File: config.mk
export PLATFORM = sky130hd
export DESIGN_NAME = cpucr_dma_flat
export DESIGN_NICKNAME = d
export VERILOG_FILES = /design/src/rtl/cpucr_dma_pkg.sv /design/src/rtl/cpucr_dma_if.sv /design/src/rtl/cpucr_dma_ptr.sv /design/src/rtl/cpucr_dma.sv /design/src/flat_wrapper.sv
export SDC_FILE = /design/constraint.sdc
export NUM_CORES = 1
export LEC_CHECK = 0
export CAP_MARGIN = 10
export CORE_MARGIN = 2
export CORE_UTILIZATION = 35
export CTS_CLUSTER_SIZE = 8
export DETAILED_ROUTE_END_ITERATION = 12
export GPL_TIMING_DRIVEN = 0
export REMOVE_ABC_BUFFERS = 1
export SETUP_SLACK_MARGIN = 0.5
export SYNTH_ARGS = -nofsm -noshare
export SYNTH_HDL_FRONTEND = slang
export SYNTH_SLANG_ARGS = --single-unit
File: constraint.sdc
create_clock -name clk -period 1.78 [get_ports clk]
set_input_delay 0.267 -clock clk [delete_from_list [all_inputs] [get_ports clk]]
set_output_delay 0.267 -clock clk [all_outputs]
set_load 0.05 [all_outputs]
File: src/rtl/cpucr_dma_pkg.sv
// rtl/cpucr_dma_pkg.sv - shared widths and FSM state encoding for the CPUCR block-copy DMA
package cpucr_dma_pkg;

  localparam int DEF_ADDR_W = 16;
  localparam int DEF_DATA_W = 8;
  localparam int DEF_LEN_W  = 8;

  typedef enum logic [2:0] {
    ST_IDLE    = 3'd0,
    ST_REQ     = 3'd1,
    ST_READ    = 3'd2,
    ST_WRITE   = 3'd3,
    ST_RELEASE = 3'd4
  } state_t;

endpackage

File: src/rtl/cpucr_dma_if.sv
// rtl/cpucr_dma_if.sv - Direccion/Datos/LE memory bus plus SDMA/BD arbitration shared with CPUCR
interface cpucr_dma_if
  import cpucr_dma_pkg::*;
#(
  parameter int ADDR_W = DEF_ADDR_W,
  parameter int DATA_W = DEF_DATA_W
);

  logic              SDMA;
  logic              BD;
  logic [ADDR_W-1:0] dir_o;
  logic [DATA_W-1:0] datos_i;
  logic [DATA_W-1:0] datos_o;
  logic              LE;
  logic              bus_oe;

  modport master (
    output SDMA, dir_o, datos_o, LE, bus_oe,
    input  BD, datos_i
  );

  modport slave (
    input  SDMA, dir_o, datos_o, LE, bus_oe,
    output BD, datos_i
  );

endinterface

File: src/rtl/cpucr_dma_ptr.sv
// rtl/cpucr_dma_ptr.sv - loadable address pointer; increments wrap modulo 2^ADDR_W
module cpucr_dma_ptr
  import cpucr_dma_pkg::*;
#(
  parameter int ADDR_W = DEF_ADDR_W
) (
  input  logic              clk,
  input  logic              rst_n,
  input  logic              load,
  input  logic [ADDR_W-1:0] load_val,
  input  logic              inc,
  output logic [ADDR_W-1:0] val
);

  always_ff @(posedge clk or negedge rst_n) begin
    if (!rst_n) begin
      val <= '0;
    end else if (load) begin
      val <= load_val;
    end else if (inc) begin
      val <= val + ADDR_W'(1);
    end
  end

endmodule

File: src/rtl/cpucr_dma.sv
// rtl/cpucr_dma.sv - memory-to-memory block copy DMA arbitrating for the CPUCR bus via SDMA/BD
// Optional completion interrupt (INT_n/INTOK) built when CPUCR_DMA_INT_EN is defined.
module cpucr_dma
  import cpucr_dma_pkg::*;
#(
  parameter int ADDR_W = DEF_ADDR_W,
  parameter int DATA_W = DEF_DATA_W,
  parameter int LEN_W  = DEF_LEN_W
) (
  input  logic              clk,
  input  logic              RPS,
  input  logic [ADDR_W-1:0] cfg_src,
  input  logic [ADDR_W-1:0] cfg_dst,
  input  logic [LEN_W-1:0]  cfg_len,
  input  logic              cfg_start,
  cpucr_dma_if.master       bus,
  output logic              busy,
  output logic              done
`ifdef CPUCR_DMA_INT_EN
  ,
  output logic              INT_n,
  input  logic              INTOK
`endif
);

  state_t            state;
  state_t            state_nxt;
  logic [LEN_W-1:0]  cnt;
  logic [DATA_W-1:0] data_q;
  logic [ADDR_W-1:0] src;
  logic [ADDR_W-1:0] dst;
  logic              zero_done;
  logic              accept;
  logic              zero_len;
  logic              latch;
  logic              step;

  assign accept   = cfg_start && (state == ST_IDLE);
  assign zero_len = (cfg_len == '0);

  cpucr_dma_ptr #(.ADDR_W(ADDR_W)) u_src_ptr (
    .clk      (clk),
    .rst_n    (RPS),
    .load     (accept),
    .load_val (cfg_src),
    .inc      (step),
    .val      (src)
  );

  cpucr_dma_ptr #(.ADDR_W(ADDR_W)) u_dst_ptr (
    .clk      (clk),
    .rst_n    (RPS),
    .load     (accept),
    .load_val (cfg_dst),
    .inc      (step),
    .val      (dst)
  );

  // Bus outputs decode purely from state and BD, so an async reset releases the bus instantly
  // and a revoked grant drops bus_oe/LE within the same cycle.
  always_comb begin
    state_nxt   = state;
    bus.SDMA    = 1'b1;
    bus.bus_oe  = 1'b0;
    bus.LE      = 1'b0;
    bus.dir_o   = '0;
    bus.datos_o = '0;
    latch       = 1'b0;
    step        = 1'b0;
    case (state)
      ST_IDLE: begin
        if (accept && !zero_len) state_nxt = ST_REQ;
      end
      ST_REQ: begin
        bus.SDMA = 1'b0;
        if (bus.BD) state_nxt = ST_READ;
      end
      ST_READ: begin
        bus.SDMA = 1'b0;
        if (bus.BD) begin
          bus.bus_oe = 1'b1;
          bus.dir_o  = src;
          latch      = 1'b1;
          state_nxt  = ST_WRITE;
        end else begin
          state_nxt = ST_REQ;
        end
      end
      ST_WRITE: begin
        bus.SDMA = 1'b0;
        if (bus.BD) begin
          bus.bus_oe  = 1'b1;
          bus.dir_o   = dst;
          bus.datos_o = data_q;
          bus.LE      = 1'b1;
          step        = 1'b1;
          state_nxt   = (cnt == LEN_W'(1)) ? ST_RELEASE : ST_READ;
        end else begin
          state_nxt = ST_REQ;
        end
      end
      ST_RELEASE: begin
        state_nxt = ST_IDLE;
      end
      default: begin
        state_nxt = ST_IDLE;
      end
    endcase
  end

  always_ff @(posedge clk or negedge RPS) begin
    if (!RPS) begin
      state     <= ST_IDLE;
      cnt       <= '0;
      data_q    <= '0;
      zero_done <= 1'b0;
    end else begin
      state     <= state_nxt;
      zero_done <= accept && zero_len;
      if (accept) begin
        cnt <= cfg_len;
      end else if (step) begin
        cnt <= cnt - LEN_W'(1);
      end
      if (latch) data_q <= bus.datos_i;
    end
  end

  assign busy = (state != ST_IDLE);
  assign done = (state == ST_RELEASE) || zero_done;

`ifdef CPUCR_DMA_INT_EN
  logic int_pend;

  always_ff @(posedge clk or negedge RPS) begin
    if (!RPS) begin
      int_pend <= 1'b0;
    end else if (state == ST_RELEASE) begin
      int_pend <= 1'b1;
    end else if (INTOK) begin
      int_pend <= 1'b0;
    end
  end

  assign INT_n = !(int_pend || (state == ST_RELEASE));
`endif

endmodule

File: src/flat_wrapper.sv
// flat-port wrapper written by rule: the top's interface ports become plain ports
module cpucr_dma_flat import cpucr_dma_pkg::*;
#(
  parameter int ADDR_W = DEF_ADDR_W,
  parameter int DATA_W = DEF_DATA_W,
  parameter int LEN_W  = DEF_LEN_W
)
  (clk, RPS, cfg_src, cfg_dst, cfg_len, cfg_start, busy, done, bus_SDMA, bus_dir_o, bus_datos_o, bus_LE, bus_bus_oe, bus_BD, bus_datos_i);
  cpucr_dma_if #(.ADDR_W(ADDR_W), .DATA_W(DATA_W)) bus_i ();
  input  logic clk;
  input  logic RPS;
  input  logic [ADDR_W-1:0] cfg_src;
  input  logic [ADDR_W-1:0] cfg_dst;
  input  logic [LEN_W-1:0] cfg_len;
  input  logic cfg_start;
  output logic busy;
  output logic done;
  output wire logic [$bits(bus_i.SDMA)-1:0] bus_SDMA;
  output wire logic [$bits(bus_i.dir_o)-1:0] bus_dir_o;
  output wire logic [$bits(bus_i.datos_o)-1:0] bus_datos_o;
  output wire logic [$bits(bus_i.LE)-1:0] bus_LE;
  output wire logic [$bits(bus_i.bus_oe)-1:0] bus_bus_oe;
  input wire logic [$bits(bus_i.BD)-1:0] bus_BD;
  input wire logic [$bits(bus_i.datos_i)-1:0] bus_datos_i;
  assign bus_SDMA = bus_i.SDMA;
  assign bus_dir_o = bus_i.dir_o;
  assign bus_datos_o = bus_i.datos_o;
  assign bus_LE = bus_i.LE;
  assign bus_bus_oe = bus_i.bus_oe;
  assign bus_i.BD = bus_BD;
  assign bus_i.datos_i = bus_datos_i;
  cpucr_dma #(.ADDR_W(ADDR_W), .DATA_W(DATA_W), .LEN_W(LEN_W)) u_core (.clk(clk), .RPS(RPS), .cfg_src(cfg_src), .cfg_dst(cfg_dst), .cfg_len(cfg_len), .cfg_start(cfg_start), .bus(bus_i), .busy(busy), .done(done));
endmodule
==> reports/metrics.cfg, run 1 <==
[outcome]
status = complete, but fails checks
violations = setup timing

[cts]
clk_latency_ns = 0.31
cts_buffers = 5
tritoncts = yes
htreeDepth = 2
cts_sinks = 52
clk_pin_slew_worst_paths_ns = 0.10
cts-root-buf = clkbuf_8
ctsLongestPathBuffers = 2

[synth]
ys_top_cells_by_count = dfrtp_1, nand2_1, nor2_1, nand3_1, mux2i_1
ys_seq_area_frac = 0.421
synth.yosys.warnings = 0
synth_top_area_frac = 0.421
synth_cell_types = 44
synth_area_per_cell_um2 = 9.01
ys_seq_elements = 52
synth.area.top_cells = dfrtp_1, nand2_1, mux2i_1
syn_area_mm2 = 0.00309
netlist_instances = 343
synth_most_common_cell = dfrtp_1
synth_flop_cell = dfrtp_1
synthArstFlopShare = 1.00
synth_edf_count = 0
yosys.area.top_type = dfrtp_1

[sta]
maxSlewHeadroom = 0.691
period_share = 1.02
rsz0062_at_grt = true
maxSlewViolCount = 0
fmax_ghz = 0.552
min_period_ns = 1.81
hold_viol_final = 0
fin_ws_ns = -0.0325
setup-violations-final = 18
skew_ns = 0.00925
worstMarginPinSlew_ns = 0.462

[worst_setup_path]
path_cells = buf_12 > or4b_4 > buf_4 > o311ai_1 > nand3_2
start_kind = flip-flop
cp_slowest_stage_delay_ns = 0.57
path_buf_inv = 2
cp_top_family = simple AND/OR/NAND/NOR gates
critPathKind = reg -> reg
worst_path_max_delay_cell = or4b_4
cp_data_required_time_ns = 1.97
arrival_ns = 2.00
cp-end-kind = flip-flop
rrSetupSlack_ns = -0.03
path_max_fanout = 14

[drt]
via_count = 3326
post-route-drc-count = 0
viasPerCell = 5.76
wl_per_cell_um = 18.7
antenna_left = 0
drt_iter0_drc = 246
postRouteWirelength_um = 10800
firstDrtPassIters = 5

[place]
globalplace.congestion = 0.814
placed_cells = 513
detailed_place_hpwl_um = 6150
io_buffers = 80

[grt]
antenna_found_initial = 0
grt_start_max_net_pins = 37
grt_pass1_vias = 3205
grtUsageTotal = 0.216
grt-ovfl-total = 0
grt_pass1_wl_um = 16600

[floorplanning]
dieArea_mm2 = 0.00960
core_area_mm2 = 0.00864
die_w_um = 98.0
dieHeight_um = 98.0
rows = 34
initial_core_util = 0.358
io_pins = 81

[power_and_ir_drop]
ir_drop_uv = 421
power.density_mw_per_mm2 = 1140
p_leak_uw = 0.00214
power_uw = 5840

[finish]
areaGrowthSynthToFinish_pct = 66.4
final-instance-count-excl-fill = 577
drive_above_1_share = 0.382
diodes = 0
final_core_util = 0.596
nFillCells = 737
fin_nets = 524

[worst_hold_path]
min_path_type = in -> async

[run]
drv_cap = 0

-- power breakdown --
group / total, uW / leakage (uW) / switching (uW) / internal, uW
clock network: 834 / 0.0000552 / 416 / 419
registers: 2400 / 0.000635 / 733 / 1670
logic: 2600 / 0.00145 / 1290 / 1320
total: 5840 / 0.00214 / 2440 / 3400
-- worst paths after layout --
path / start / end / depth (start not counted)
worst max-delay path: u_core.state[0]$_DFFE_PN0P_ / u_core.u_dst_ptr.val[12]$_DFFE_PN0P_ / 5
worst min-delay path: RPS / u_core.data_q[5]$_DFFE_PN0P_ / 2
worst max register to register: u_core.state[0]$_DFFE_PN0P_ / u_core.u_dst_ptr.val[12]$_DFFE_PN0P_ / 5
worst min register to register: u_core.data_q[5]$_DFFE_PN0P_ / u_core.data_q[5]$_DFFE_PN0P_ / 1
max in group asynchronous: RPS / u_core.u_dst_ptr.val[2]$_DFFE_PN0P_ / 3
min in group clk: cfg_src[3] / u_core.u_src_ptr.val[3]$_DFFE_PN0P_ / 3
-- worst register-to-register path: stages (launching register included) --
cell	delay (ns)
dfrtp_4	0.54
buf_12	0.17
or4b_4	0.57
buf_4	0.19
o311ai_1	0.11
nand3_2	0.11
-- final cells by class --
| class | count | area, um2 | area share |
|---|---|---|---|
| Timing Repair Buffer | 131 | 1470 | 0.286 |
| Clock inverter | 2 | 35.0 | 0.00681 |
| Multi-Input combinational cell | 271 | 2070 | 0.402 |
| Sequential cell | 52 | 1310 | 0.255 |
| Clock buffer | 6 | 72.6 | 0.0141 |
| Inverter | 5 | 31.3 | 0.00608 |
| Tap cell | 108 | 135 | 0.0263 |
| Timing Repair inverter | 2 | 17.5 | 0.00341 |
-- per-layer routing --
metal,part of all wire,GRT usage,up-vias
met5,0,0,-
met4,0.022,0.0705,0
met3,0.067,0.0365,28
met2,0.49,0.356,131
met1,0.42,0.289,1621
li1,-,-,1546
-- sequential cells by signal, summed over array words and instances (netlist names) --
signal,count
u_core.zero_done,1
u_core.state,3
u_core.u_src_ptr.val,16
u_core.u_dst_ptr.val,16
u_core.data_q,8
u_core.cnt,8
-- per-stage QoR --
stage	cell area [um2]	TNS [ns]	setup WS, ns	hold slack [ns]
finish	5140	-0.384	-0.0325	0.417
CTS	4680	-0.153	-0.0179	0.412
global route	5140	-1.70	-0.0799	0.446
floorplan	3000	-47.57	-1.17	-0.0286
global placement	3940	-182.22	-2.38	0.481
detailed placement	3980	-99.24	-2.01	0.224
-- kinds of logic after synthesis --
group,Yosys count,synth area share
AND/OR/NAND/NOR,167,0.280
AO/OA/AOI/OAI,64,0.150
flip-flops,52,0.421
buffers and inverters,26,0.0348
multiplexers,25,0.0846
XOR/XNOR,5,0.0142
adder cells (fa/ha/maj),4,0.0162
-- repair_timing --
item / in CTS / in global routing
buffers inserted: 28 / 18
hold buffers: 1 / 0
pin swaps: 24 / 20
gates resized for setup: 284 / 77
setup endpoints to repair: 81 / 80
hold endpoints to repair: 16 / 0
gates cloned: 6 / 3
-- layout by cell type, fill, tap and decap left out, types with 5 or more instances in the layout --
| cell type | instances |
|---|---|
| a221o_1 | 7 |
| o21ai_2 | 6 |
| nand3_1 | 17 |
| buf_12 | 8 |
| and4_1 | 5 |
| clkdlybuf4s50_1 | 49 |
| buf_4 | 21 |
| o211ai_1 | 13 |
| buf_6 | 33 |
| mux2_2 | 6 |
| nand2_1 | 47 |
| nor3_1 | 6 |
| buf_8 | 16 |
| o21ai_1 | 7 |
| mux2i_2 | 7 |
| mux2i_1 | 9 |
| nor2_1 | 19 |
| nor2_4 | 12 |
| dfrtp_2 | 7 |
| nand4_1 | 12 |
| nand3_2 | 5 |
| and2_4 | 8 |
| dfrtp_1 | 44 |
| clkbuf_8 | 5 |
Note: power is estimated with default switching activity, not from simulation.
==> inputs of run 2 (changes only) <==
--- a/config.mk
+++ b/config.mk
@@ -6,7 +6,6 @@
 export NUM_CORES = 1
 export LEC_CHECK = 0
 export CAP_MARGIN = 10
-export CORE_MARGIN = 2
 export CORE_UTILIZATION = 35
 export CTS_CLUSTER_SIZE = 8
 export DETAILED_ROUTE_END_ITERATION = 12
==> reports/metrics.cfg, run 2 (synthesized netlist as in run 1, its figures left out) <==
[outcome]
status = complete, but fails checks
violations = setup timing

[floorplanning]
dieArea_mm2 = 0.00921  ; -4.0%
initial_core_util = 0.369  ; +0.0108
io_pins = 81  ; unchanged
die_w_um = 96.0  ; -2.0%
rows = 33  ; -2.9%
dieHeight_um = 96.0  ; -2.0%
core_area_mm2 = 0.00838  ; -2.9%

[drt]
wl_per_cell_um = 19.6  ; +4.4%
viasPerCell = 5.89  ; +2.1%
post-route-drc-count = 0  ; unchanged
via_count = 3456  ; +3.9%
antenna_left = 0  ; unchanged
postRouteWirelength_um = 11500  ; +6.2%
firstDrtPassIters = 5  ; unchanged
drt_iter0_drc = 231  ; -6.1%

[sta]
maxSlewViolCount = 0  ; unchanged
fin_ws_ns = -0.0736  ; -0.0411 ns
fin_tns_setup_ns = -0.865  ; -0.481 ns
hold_viol_final = 0  ; unchanged
skew_ns = 0.00446  ; -0.00478 ns
setup-violations-final = 27  ; +9
fmax_ghz = 0.539  ; -2.2%
worstMarginPinSlew_ns = 0.459  ; -0.00314 ns
period_share = 1.04  ; +0.0231
rsz0062_at_grt = true
min_period_ns = 1.85  ; +0.0411 ns
maxSlewHeadroom = 0.693  ; +0.00210

[worst_setup_path]
path_cells = nand4_1 > or4_1 > a21o_1 > a221o_1
path_buf_inv = 0  ; -2
worst_path_max_delay_cell = dfrtp_1
cp_slowest_stage_delay_ns = 0.51  ; -0.06 ns
path_max_fanout = 6  ; -8
cp_top_family = simple AND/OR/NAND/NOR gates
critPathKind = reg -> reg
start_kind = flip-flop
cp-end-kind = flip-flop
arrival_ns = 2.05  ; +0.05 ns
cp_data_required_time_ns = 1.98  ; about the same

[grt]
antenna_found_initial = 0  ; unchanged
grt_pass1_wl_um = 17300  ; +3.7%
grt-ovfl-total = 0  ; unchanged
grtUsageTotal = 0.249  ; +0.0328
grt_pass1_vias = 3290  ; +2.7%
grt_start_max_net_pins = 38  ; +2.7%

[place]
detailed_place_hpwl_um = 5920  ; -3.6%
io_buffers = 80  ; unchanged
globalplace.congestion = 0.848  ; +4.2%
placed_cells = 511  ; -0.39%
post-place-ws_ns = -2.05  ; -0.0413 ns

[finish]
diodes = 0  ; unchanged
layout_common_cells = clkdlybuf4s50_1, nand2_1, dfrtp_1
top_regs = u_core.u_dst_ptr.val x16, u_core.u_src_ptr.val x16
fin_nets = 537  ; +2.5%
layout_commonest_cell = clkdlybuf4s50_1
drive_above_1_share = 0.402  ; +0.0208
areaGrowthSynthToFinish_pct = 73.2
nFillCells = 650  ; -12%
final-instance-count-excl-fill = 587  ; +1.7%

[cts]
clk_pin_slew_worst_paths_ns = 0.09  ; about the same
clk_latency_ns = 0.31  ; about the same
cts_buffers = 5  ; unchanged
ctsLongestPathBuffers = 2  ; unchanged
htreeDepth = 2  ; unchanged
cts_sinks = 52  ; unchanged
tritoncts = yes
cts-root-buf = clkbuf_8

[power_and_ir_drop]
power.density_mw_per_mm2 = 1080  ; -4.6%
p_leak_uw = 0.00228  ; +6.3%
power_uw = 5800  ; -0.65%
ir_drop_uv = 551  ; +31%

[worst_hold_path]
min_path_type = in -> async

[run]
drv_cap = 0  ; unchanged

[run 2: what timing repair did]
item / 4_1_cts / 5_1_grt
setup buffers: 46 / 11
endpoints found under the setup margin: 81 / 81
pin swaps: 39 / 29
cloned: 10 / 0
hold buffers: 1 / 0
resized for setup: 311 / 73
endpoints found under the hold margin: 15 / 0
[run 2: worst register-to-register path, cell delays in order, from the launching register on]
cell and delay [ns]:
dfrtp_1 0.51, nand4_1 0.26, or4_1 0.49, a21o_1 0.20, a221o_1 0.29
[run 2: final timing paths]
kind                                                              to  cells past startpoint  slack (ns)                                 from
min in group clk                 u_core.u_dst_ptr.val[0]$_DFFE_PN0P_                      3        0.49                           cfg_dst[0]
worst max-delay path            u_core.u_dst_ptr.val[11]$_DFFE_PN0P_                      4       -0.07  u_core.u_dst_ptr.val[3]$_DFFE_PN0P_
worst max register to register  u_core.u_dst_ptr.val[11]$_DFFE_PN0P_                      4       -0.07  u_core.u_dst_ptr.val[3]$_DFFE_PN0P_
worst min-delay path             u_core.u_src_ptr.val[7]$_DFFE_PN0P_                      2        0.42                                  RPS
worst min register to register             u_core.cnt[5]$_DFFE_PN0P_                      2        0.49            u_core.cnt[5]$_DFFE_PN0P_
max in group asynchronous        u_core.u_dst_ptr.val[0]$_DFFE_PN0P_                      3        0.81                                  RPS
[run 2: layer usage]
layer / vias up / track usage / routed length, um
met2: 169 / 0.405 / 5480
met3: 41 / 0.0521 / 922
li1: 1562 / - / -
met5: - / 0 / 0
met1: 1684 / 0.327 / 4690
met4: 0 / 0.0833 / 388
[run 2: power by group]
group,internal (uW),switching (uW)
logic,1350,1330
registers,1670,737
clock network,319,403
total,3330,2470
[run 2: stage by stage]
stage / util / cell area [um2] / hold slack, ns
2_1_floorplan: - / 3000 / -0.0286
3_3_place_gp: 0.469 / 3940 / 0.482
3_5_place_dp: 0.476 / 3990 / 0.219
4_1_cts: 0.595 / 4990 / 0.439
5_1_grt: 0.639 / 5360 / 0.459
6_report: 0.639 / 5360 / 0.422
[run 2: area by class of cell]
class                      count  area [um2]  area share
multi-input combinational    270        2110       0.394
timing repair inverter         4        45.0     0.00841
sequential                    52        1310       0.245
clock buffer                   8        90.1      0.0168
inverter                       5        33.8     0.00631
tap                          105         131      0.0245
timing repair buffer         143        1630       0.305
